===== src/rtl/uart_tx_feeder.sv =====
// Byte FIFO and launch sequencer feeding a UART transmitter through its Tx_EN/RFN handshake.
// The head byte stays buffered until its frame completes, so level counts the in-flight byte.
module uart_tx_feeder #(
  parameter int unsigned DEPTH          = 16,
  parameter int unsigned AW             = 4,
  parameter int unsigned LAUNCH_TIMEOUT = 15
) (
  input  logic          clk,
  input  logic          rst_n,
  input  logic [7:0]    wr_data,
  input  logic          wr_en,
  output logic          full,
  output logic [AW:0]   level,
  output logic [7:0]    tx_data,
  output logic          tx_en,
  input  logic          tx_rfn,
  output logic          overflow,
  output logic          launch_err,
  output logic          idle
);

  localparam int unsigned CW        = $clog2(LAUNCH_TIMEOUT + 1);
  localparam logic [AW:0] FullLevel = (AW+1)'(DEPTH);
  localparam logic [CW-1:0] CntLast = CW'(LAUNCH_TIMEOUT - 1);

  typedef enum logic [1:0] {StIdle, StLaunch, StBusy} state_e;

  state_e        state_q, state_d;
  logic [7:0]    mem_q [DEPTH];
  logic [AW-1:0] wptr_q, rptr_q;
  logic [AW:0]   level_q, level_d;
  logic [CW-1:0] cnt_q, cnt_d;
  logic [7:0]    tx_data_q, tx_data_d;
  logic          overflow_q, overflow_d;
  logic          launch_err_q, launch_err_d;
  logic          push, pop;

  // Sequencer: launch while RFN is high, wait for it to fall, pop when it rises again.
  always_comb begin
    state_d      = state_q;
    cnt_d        = '0;
    tx_data_d    = tx_data_q;
    launch_err_d = launch_err_q;
    pop          = 1'b0;
    tx_en        = 1'b0;
    unique case (state_q)
      StIdle: begin
        if (level_q != '0 && tx_rfn) begin
          tx_data_d = mem_q[rptr_q];
          state_d   = StLaunch;
        end
      end
      StLaunch: begin
        tx_en = 1'b1;
        if (!tx_rfn) begin
          state_d = StBusy;
        end else if (cnt_q == CntLast) begin
          // Transmitter never took the byte; keep it queued and retry from idle.
          launch_err_d = 1'b1;
          state_d      = StIdle;
        end else begin
          cnt_d = cnt_q + 1'b1;
        end
      end
      StBusy: begin
        if (tx_rfn) begin
          pop     = 1'b1;
          state_d = StIdle;
        end
      end
      default: state_d = StIdle;
    endcase
  end

  // A pop in the same cycle frees a slot, so a write while full is still accepted.
  always_comb begin
    full       = (level_q == FullLevel);
    push       = wr_en && (!full || pop);
    overflow_d = overflow_q | (wr_en & full & ~pop);
    level_d    = level_q;
    if (push && !pop) begin
      level_d = level_q + 1'b1;
    end else if (pop && !push) begin
      level_d = level_q - 1'b1;
    end
  end

  always_ff @(posedge clk) begin
    if (!rst_n) begin
      state_q      <= StIdle;
      wptr_q       <= '0;
      rptr_q       <= '0;
      level_q      <= '0;
      cnt_q        <= '0;
      tx_data_q    <= 8'h00;
      overflow_q   <= 1'b0;
      launch_err_q <= 1'b0;
    end else begin
      state_q      <= state_d;
      level_q      <= level_d;
      cnt_q        <= cnt_d;
      tx_data_q    <= tx_data_d;
      overflow_q   <= overflow_d;
      launch_err_q <= launch_err_d;
      if (push) begin
        wptr_q <= wptr_q + 1'b1;
      end
      if (pop) begin
        rptr_q <= rptr_q + 1'b1;
      end
    end
  end

  always_ff @(posedge clk) begin
    if (rst_n && push) begin
      mem_q[wptr_q] <= wr_data;
    end
  end

  assign level      = level_q;
  assign tx_data    = tx_data_q;
  assign overflow   = overflow_q;
  assign launch_err = launch_err_q;
  assign idle       = (level_q == '0) && (state_q == StIdle);

endmodule

===== config.mk =====
export PLATFORM = sky130hd
export DESIGN_NAME = uart_tx_feeder
export DESIGN_NICKNAME = d
export VERILOG_FILES = /design/src/rtl/uart_tx_feeder.sv
export SDC_FILE = /design/constraint.sdc
export NUM_CORES = 1
export LEC_CHECK = 0
export ABC_AREA = 1
export CAP_MARGIN = 20
export CORE_ASPECT_RATIO = 1.1
export CORE_MARGIN = 2
export CORE_UTILIZATION = 55
export DETAILED_ROUTE_END_ITERATION = 10
export PLACE_DENSITY_LB_ADDON = 0.2
export SYNTH_ARGS = -nofsm -noshare
export SYNTH_HDL_FRONTEND = slang
export SYNTH_SLANG_ARGS = --single-unit

===== constraint.sdc =====
create_clock -name clk -period 2.4 [get_ports clk]
set_clock_uncertainty 0.05 [all_clocks]
set_input_delay 0.48 -clock clk [delete_from_list [all_inputs] [get_ports clk]]
set_output_delay 0.48 -clock clk [all_outputs]
set_load 0.03 [all_outputs]

Word level (Yosys, flattened, before mapping). Memory sizes are Yosys's and may differ from the RTL's. A register that Yosys moved wholly into a read port is not among the register bits. Cells that the tools add are included.

Flip-flop bits (word level): 21. RAM bits: 128. Input bits: 12. Logic and storage cells: 58. Memories kept: 1.

Memories: mem_q (depth 16, bits a word 8, rd ports 1, clocked after memory_dff 1, wr ports 1, RTL line 29) `logic [7:0] mem_q [DEPTH];`.

Add/subtract/negate cells: 5. Eq/ne operators: 7. Multiplexer cells: 12. Bitwise operators: 7. Reductions and logical operators: 19.

Operators with widths (count): $add A4 B1 Y4 const B (3); $mux W5 (2); $mux W2 (4); $logic_and A1 B1 Y1 (6); $pmux W2 S3 (1); $reduce_and A3 Y1 (2); $add A5 B1 Y5 const B (1); $eq A5 B5 Y1 const B (1); $logic_not A5 Y1 (1); $mux W1 (5); $reduce_bool A5 Y1 (1); $sub A5 B1 Y5 const B (1); $eq A4 B4 Y1 const B (1); $logic_not A1 Y1 (4); $ne A2 B2 Y1 const B (2); $not A1 Y1 (4); $reduce_or A4 Y1 (1); $ne A3 B3 Y1 const B (1); $and A1 B1 Y1 (2); $eq A2 B1 Y1 const B (1); $eq A2 B2 Y1 const B (1); $logic_not A2 Y1 (1); $reduce_and A2 Y1 (1); $reduce_bool A2 Y1 (1); other kinds (2) (2).

Longest topological paths before layout. Gate-level depths: netlist of the first run.

Depth after elaboration: 8. Mapped depth: 15. Gate-level depth less buffers: 15.

Least setup slack after synthesis of the first run. No wires, ideal clock.

Kind: flip-flop to flip-flop. From: reg level_q[0] (netlist: level[0]). To: reg level_q[3] (netlist: level[3]). Library setup time: 0.115 ns. Arrival time: 2.545 ns. Setup slack: -0.311 ns. Cell stages (with the launch flop): 15. Path buffers: 0. Period minus slack after synthesis: 2.711 ns. Path through: dfxtp_1 -> nor2_1 -> nand3_1 -> nor2_1 -> nand2_2 -> nand2_2 -> inv_2 -> ha_1 -> inv_1 -> ha_1 -> a21oi_1 -> nand2_1 -> xor2_1 -> o21ai_0 -> inv_1.

Cells in the longest elaborated chain, start to end: 7.

RTL lines: from (decl) (RTL line 31) `logic [AW:0] level_q, level_d;`; from (signal assigned) (RTL line 100) `level_q <= level_d;`; $eq A5 B5 Y1 (*) (RTL line 77) `full = (level_q == FullLevel);`; named net full (RTL line 12) `output logic full,`; $logic_not A1 Y1 (*) (RTL line 78) `push = wr_en && (!full || pop);`; $logic_or A1 B1 Y1 (*) (RTL line 78); $logic_and A1 B1 Y1 (*) (RTL line 78); $logic_not A1 Y1 (RTL line 83) `end else if (pop && !push) begin`; $logic_and A1 B1 Y1 (RTL line 83); $reduce_bool A2 Y1 (no line).

The timed path passes the listed nets; every way through them passes the cells marked *. The select of a mux whose other input is x is not followed. A chain may end at the register's enable or synchronous reset.

Worst setup path in the final report of the first run.
From: reg level_q[0] (netlist: level[0]). To: out idle.

Cells in the longest elaborated chain, start to end: 2.

RTL lines: $logic_not A5 Y1 (RTL line 124) `assign idle = (level_q == '0) && (state_q == StIdle);`; $logic_and A1 B1 Y1 (RTL line 124); to (decl) (RTL line 19) `output logic idle`.

Every way passes these cells.

==> results.md, run 1 <==
GRT:
- The residual overflow from global routing is 0.
- The number of antenna violations at the first check in global routing came to 0.
- The first global-routing pass estimated 23980 um of wire.
- The combined global-route utilization of all metal layers is 0.2375.
- The via count of the first global-routing pass is 4635.
- The largest net degree at the start of global routing is between 60 and 70.

Drt:
- The routed length per placed instance is between 15 and 20 um.
- The post-detailed-routing wire length is approximately 15000 um.
- In the routed layout, each cell is associated on average with a via count of around 5.3.
- The first-iteration detailed-routing DRC count is 467.
- The first-pass detailed-route iteration total is 5.
- The via count of the routed design is 4865.
- For this run, design rule violations remaining after detail routing come to 0.
- The number of nets with antenna violations after detailed routing is 0.

Floorplanning:
- The total core area is 12090 sq um.
- For this configuration, the core starts out at a cell density of 0.5677.
- The row count is 42.
- From bottom edge to top edge, the die measures 121.1 um.
- The die is 110.5 um wide.
- The number of primary I/O pins is 30.
- The floorplan step defined a die boundary enclosing 13390 sq um.

CTS:
- TritonCTS built the clock tree.
- In this run the number of H-tree levels came out at 4.
- The number of buffers inserted by hold repair at cts is 0.
- The maximum clock insertion buffer count is 2.
- The number of buffers inserted during clock tree synthesis is 17.
- The clock reaches the later pin of the worst-skew pair after between 0.4 and 0.5 ns.
- Clock-pin slew was measured on the worst setup and hold paths at 0.06 ns.
- The buffer cell driving the clock tree root is sky130_fd_sc_hd__clkbuf_16.
- For this design, the sink count on the clock tree is 157.

Power and ir drop:
- The net switching power is 1.625 mW.
- The leakage power is 3.342 nW.
- The internal power of the cells totals roughly 4.9 mW.
- The ratio of total power to cell area is roughly 810 nW/um^2.
- The logic gate share of total power is 0.139.
- IR analysis of the VDD net gives a maximum drop of 0.6269 mV.
- The switching part of the total power is 0.2504.
- The share of total power dissipated in the clock network is 0.381.
- Of the total power, registers draw 0.480.

Timing:
- The total count of hold-check failures in the final report came to 0.
- Timing would allow up to 458.0 MHz.
- Setup total negative slack on the finished layout was measured at 0 ns.
- In the post-route analysis, the smallest setup slack over all paths is 0.2166 ns.
- The count of pins over their slew limit is 0.
- The final critical path time including I/O delays and setup is roughly 2.2 ns.
- Setup repair after global routing left no endpoint under its margin.
- The worst slew slack as a fraction of its limit is 0.4746.
- Setup violations remaining at the end of the flow were counted as 0.
- At the pin with the least slew margin, the transition time is 0.7856 ns.
- Dividing the final minimum period by the clock period gives 0.9098.

Worst setup path:
- The kind of end point of the critical path is an output port.
- For this design, the slowest cell found on the critical path is sky130_fd_sc_hd__dlygate4sd2_1.
- The worst endpoint data arrival time is 1.65 ns.
- The worst setup path is of the reg -> out kind.
- The number of cells on the worst reg-to-reg path is 14.
- Traced cell by cell, the critical path runs through nor2_2 > nand4_1 > nor3_1 > dlygate4sd2_1.
- The launching element type of the critical path is a flop.
- STA puts the critical path data required time at 1.87 ns.
- For this run, the slowest stage of the critical path takes 0.42 ns.
- The critical-path maximum fanout is 5.

Place:
- The routability congestion estimate from global placement is 0.8488.
- The number of I/O port buffers is 29.
- The post-placement worst setup slack is -0.2954 ns.
- In this run the cell area measured after placement is 7421 sq um.
- The HPWL after detailed placement is 9373 um.

Synthesis:
- The total nets after synthesis is about 720.
- sky130_fd_sc_hd__nand2_1 is the most common cell in the netlist.
- Yosys printed 0 warnings.
- The post-synthesis area per instance is 9.816 sq um.
- The number of synthesized register bits is 157.
- The synthesized netlist occupies a cell area of 6862 sq um.
- The async set or reset register ratio after synthesis is 0.
- The fraction of post-synthesis cell area in the top cell type by area is 0.5602.
- The portion of the post-synthesis area used by sequential elements is 0.6448.
- sky130_fd_sc_hd__edfxtp_1 takes more of the synthesized area than any other cell.
- The dominant register cell in the synthesized netlist is sky130_fd_sc_hd__edfxtp_1.
- The number of different library cells used by synthesis comes to 26.
- The synthesized design contains roughly 130 enable-type register cells.
- In the synthesized netlist, the number of instances is 699.
- Yosys attributes the largest share of cell area to sky130_fd_sc_hd__edfxtp_1 56%, sky130_fd_sc_hd__nand2_1 12%, sky130_fd_sc_hd__dfxtp_1 8.5%, sky130_fd_sc_hd__nand3_1 7.3%, sky130_fd_sc_hd__inv_1 4.8%.
- By count the netlist is led by 213 x sky130_fd_sc_hd__nand2_1, 128 x sky130_fd_sc_hd__edfxtp_1, 100 x sky130_fd_sc_hd__nand3_1.

Layout:
- The number of inserted diodes is 0.
- Of the cells placed in the final design, the portion with a size suffix greater than 1 is 0.09724.
- The filler cells instantiated in the layout total 917.
- The final net count is 772.
- The core utilization of the finished layout is 0.6606.
- The area growth from synthesis to layout is 16.36%.
- The finished cells cover 7984 sq um.

Run:
- The max-cap violation count is 0.

Min path:
- The kind of path behind the tightest hold check is reg -> reg.
- The worst hold path was traced through 2 stages.

Status:
- The run finished with clean final reports.
metrics by stage:
stage               hold slack, ns  power [mW]  cells
CTS                         0.4214       6.490    915
finish                      0.4158       6.490    915
detailed placement          0.4082       4.049    883
global placement            0.3948       4.021    883
floorplan                   0.3797       3.711    699
global route                0.4687       6.705    915
power by group through the flow:
| stage | logic [mW] | clock network [mW] | registers [mW] |
|---|---|---|---|
| after global placement | 0.864 | 0 | 3.16 |
| after detailed placement | 0.886 | 0 | 3.16 |
| after floorplan | 0.451 | 0 | 3.26 |
| final | 0.902 | 2.48 | 3.11 |
| after CTS | 0.885 | 2.50 | 3.11 |
| after global routing | 0.991 | 2.59 | 3.12 |
sequential cells by signal, indices dropped and copies added (netlist names):
register	flops
wptr_q	4
level	5
overflow	1
rptr_q	4
launch_err	1
cnt_q	4
state_q	2
mem_q	128
tx_data	8
metal layers:
| metal | share of wire | track usage | vias up |
|---|---|---|---|
| met4 | 0.022 | 0.1086 | 0 |
| met1 | 0.42 | 0.3036 | 2305 |
| li1 | - | - | 2375 |
| met5 | 0 | 0 | - |
| met3 | 0.059 | 0.04995 | 25 |
| met2 | 0.50 | 0.3934 | 160 |
path summary, 6_finish.rpt:
path / start / end / slack (ns)
hold reg to reg: overflow / overflow / 0.42
setup reg to reg: level[0] / level[3] / 0.23
hold / removal: overflow / overflow / 0.42
setup / recovery: level[0] / idle / 0.22
final cells by class:
type,instances,area [sq um],area share
multi-input cells,415,1934,0.2423
inverters,97,364.1,0.04560
repair buffers,60,520.5,0.06519
flip-flops and latches,157,4429,0.5548
well taps,154,192.7,0.02413
clock inverters,1,3.754,0.0004701
clock buffers,31,539.3,0.06754
what timing repair did:
action                                  CTS  global route
setup buffers                             0             0
endpoints found under the setup margin    2             3
pin swaps                                 0             1
resized for setup                         2             5
layout by cell type (no fill, tap or decap):
| cell type | count |
|---|---|
| sky130_fd_sc_hd__clkbuf_8 | 4 |
| sky130_fd_sc_hd__nand4_1 | 1 |
| sky130_fd_sc_hd__a211oi_1 | 1 |
| sky130_fd_sc_hd__ha_1 | 10 |
| sky130_fd_sc_hd__nor2_2 | 2 |
| sky130_fd_sc_hd__edfxtp_1 | 128 |
| sky130_fd_sc_hd__clkbuf_16 | 18 |
| sky130_fd_sc_hd__a31oi_1 | 1 |
| sky130_fd_sc_hd__dfxtp_1 | 25 |
| sky130_fd_sc_hd__inv_2 | 7 |
| sky130_fd_sc_hd__nor3_1 | 11 |
| sky130_fd_sc_hd__xor2_1 | 7 |
| sky130_fd_sc_hd__o21ai_0 | 7 |
| sky130_fd_sc_hd__nand2_1 | 213 |
| sky130_fd_sc_hd__dfxtp_2 | 4 |
| sky130_fd_sc_hd__inv_1 | 87 |
| sky130_fd_sc_hd__nor2_4 | 1 |
| sky130_fd_sc_hd__nand3_2 | 1 |
| sky130_fd_sc_hd__a21oi_1 | 14 |
| sky130_fd_sc_hd__clkbuf_1 | 9 |
| sky130_fd_sc_hd__fa_2 | 1 |
| sky130_fd_sc_hd__ha_4 | 1 |
| sky130_fd_sc_hd__dlygate4sd2_1 | 2 |
| sky130_fd_sc_hd__nand3_1 | 99 |
| sky130_fd_sc_hd__clkinv_1 | 4 |
| sky130_fd_sc_hd__buf_4 | 31 |
| sky130_fd_sc_hd__nand2_2 | 4 |
| sky130_fd_sc_hd__clkdlybuf4s50_1 | 27 |
| sky130_fd_sc_hd__nor2_1 | 38 |
| sky130_fd_sc_hd__nor4_1 | 1 |
| sky130_fd_sc_hd__xnor2_1 | 2 |
logic make-up after synthesis:
family	Yosys count	synth area share
AO/OA/AOI/OAI	23	0.01732
XOR/XNOR	9	0.01149
adder cells (fa/ha/maj)	12	0.02298
buffers and inverters	127	0.07768
flip-flops	157	0.6448
AND/OR/NAND/NOR	371	0.2257
worst max-delay path, delay by kind of cell (launching register included):
kind	cells	cell delay, ns
buffers and inverters	1	0.42
flip-flops	1	0.37
AND/OR/NAND/NOR	3	0.44
(Power assumes the default switching activity.)
==> run 2: changes to the inputs <==
--- a/config.mk
+++ b/config.mk
@@ -10,6 +10,7 @@
 export CORE_ASPECT_RATIO = 1.1
 export CORE_MARGIN = 2
 export CORE_UTILIZATION = 55
+export CTS_BUF_LIST = sky130_fd_sc_hd__clkbuf_2
 export DETAILED_ROUTE_END_ITERATION = 10
 export PLACE_DENSITY_LB_ADDON = 0.2
 export SYNTH_ARGS = -nofsm -noshare
==> results.md, run 2 (synthesis results as in run 1) <==
Status:
- The flow ran to the end, and the final reports show no timing, DRC or antenna violations.

Worst setup path:
- The critical path starts at level[0].
- The worst register-to-register path begins at level[0].
- The required time at the endpoint of the critical path is 1.87 ns.
- The largest single stage delay on the critical path is 0.41 ns.
- The slowest cell on the critical path is sky130_fd_sc_hd__dfxtp_4.
- The critical path goes through nor2_4 > nand4_1 > nor3_1 > buf_4.
- The launching element type of the critical path is a flop.
- The category of the most critical setup path is reg -> out.
- The worst endpoint data arrival time is 1.78 ns.
- Along the worst path, the maximum fanout reaches 4.
- STA classifies the critical path endpoint as an output port.

Layout:
- The repair_antennas step left the layout with diodes totalling 0.
- The filler cell count in the final layout is just under 1000.
- The final net count is 775.
- The count of cells in the finished layout, fillers not included, comes to 918.
- Leaving out fill and tap cells, the most frequent cells in the layout are 213 x sky130_fd_sc_hd__nand2_1, 128 x sky130_fd_sc_hd__edfxtp_1, 99 x sky130_fd_sc_hd__nand3_1.
- The finished cells cover approximately 7600 sq um.
- The register with the most flip-flops in the layout has ~130 of them.
- Of the cells placed in the final design, the portion with a size suffix greater than 1 is 0.1086.
- More flip-flops sit in one register than any other, and that register is mem_q.
- The library cell used most frequently in the layout, excluding fill and tap cells, is sky130_fd_sc_hd__nand2_1.
- Relative to the synthesized area, the layout overhead comes to 11.40%.
- The core utilization of the finished layout is 0.6324.

CTS:
- TritonCTS built the clock tree.
- The clock-pin slew on the worst setup and hold paths is 0.19 ns.
- In this run the deepest clock path goes through 2 buffers.
- The clock latency at the later pin of the worst-skew pair is 0.72 ns.
- The number of buffers inserted during clock tree synthesis is 17.
- The buffer cell driving the clock tree root is sky130_fd_sc_hd__clkbuf_2.
- Buffers inserted to repair hold after CTS numbered 0.
- The number of levels in the clock H-tree is 4.
- Clock tree synthesis found a total of 157 sinks.

Drt:
- The first-iteration detailed-routing DRC count is around 420.
- The via-per-instance ratio is approximately 5.3.
- The detailed router placed about 5000 vias in this run.
- The first TritonRoute pass finished after 4 iterations.
- The post-detailed-routing wire length is around 15000 um.
- The DRC violation count after routing is 0.
- In the final routed layout, each cell accounts on average for 16.06 um.
- Once detail routing completed, the nets flagged for antenna violations numbered 0.

Place:
- After detailed placement, the total cell area comes to 7421 sq um.
- Once detailed placement completed, the half-perimeter wirelength came to 9373 um.
- OpenSTA, run right after detailed placement, puts the worst setup slack at -0.2954 ns.
- The routability congestion estimate from global placement is around 0.85.
- Once placement completed, the tool counted placed cells totaling 883.
- The number of I/O port buffers is 29.

GRT:
- Across every metal layer, demand over resource in global routing totals 0.2312.
- The number of antenna violations at the first check in global routing is 0.
- The largest net degree at the start of global routing is 67.
- The residual overflow from global routing is 0.
- The first global-routing pass estimated 23380 um of wire.
- The via count of the first global-routing pass is 4577.

Floorplanning:
- The row count is 42.
- The initial standard-cell utilization of the core is 0.5677.
- The horizontal die dimension is 110.5 um.
- 30 I/O pins were placed.
- The overall die area is 13390 sq um.
- Measured along the y axis, the die boundary spans 121.1 um.
- The total area inside the core boundary comes to 12090 sq um.

Power and ir drop:
- The ratio of total power to cell area is 684.1 nW/um^2.
- VDD sags by at most 0.3657 mV.
- After layout, the design draws a total of 5.229 mW.
- The leakage power is 3.354 nW.

Run:
- The max-cap violation count is 0.

Timing:
- Setup violations remaining at the end of the flow were counted as 0.
- The final worst-path cycle share is 0.9632.
- The worst slew slack as a fraction of its limit is 0.4781.
- Setup repair after global routing could not meet its margin everywhere.
- The setup slack after layout is around 0.088 ns.
- For this run, the top clock speed supported by timing is 432.6 MHz.
- For the pin with the worst max-slew slack, the measured transition is 0.7805 ns.
- The setup TNS is 0 ns.
- Hold is met by 0.3762 ns.
- The total count of hold-check failures in the final report came to 0.
- The count of pins over their slew limit came to 0.
- The final critical path time including I/O delays and setup is 2.312 ns.

Min path:
- The kind of path behind the tightest hold check is in -> reg.
- The source of the worst hold timing path is tx_rfn.
==> run 2: critical path: cells and delay by family, from the launching register on <==
kind                   cells  cell delay, ns
AND/OR/NAND/NOR            3            0.47
flip-flops                 1            0.41
buffers and inverters      1            0.19
==> run 2: routing by layer <==
layer | global-route usage | part of all wire | vias up | wire, um
met5 | 0 | 0 | - | 0
met4 | 0.09766 | 0.020 | 0 | 294
met3 | 0.05095 | 0.067 | 21 | 991
met2 | 0.3808 | 0.49 | 177 | 7194
met1 | 0.2993 | 0.42 | 2293 | 6262
li1 | - | - | 2379 | -
==> run 2: final cells by class <==
cell class / count / area, sq um / area share
clock buffer: 26 / 130.1 / 0.01702
multi-input combinational: 415 / 1924 / 0.2518
tap: 154 / 192.7 / 0.02521
sequential: 157 / 4434 / 0.5801
clock inverter: 6 / 48.80 / 0.006384
timing repair buffer: 63 / 549.3 / 0.07186
inverter: 97 / 364.1 / 0.04763
==> run 2: path summary, 6_finish.rpt <==
check | endpoint | slack, ns | depth (start not counted)
hold / removal | state_q[1] | 0.38 | 3
hold reg to reg | cnt_q[0] | 0.44 | 1
setup reg to reg | level[4] | 0.22 | 15
setup / recovery | idle | 0.09 | 4
==> run 2: report_power, final <==
part | total [mW] | internal (mW) | switching, mW
registers | 3.10 | 3.04 | 0.0644
logic | 0.897 | 0.323 | 0.574
clock network | 1.23 | 0.396 | 0.834
total | 5.23 | 3.76 | 1.47
==> run 2: what timing repair did <==
action	4_1_cts	5_1_grt
setup endpoints to repair	7	12
gates resized for setup	14	17
setup buffers	0	3
pin swaps	0	2
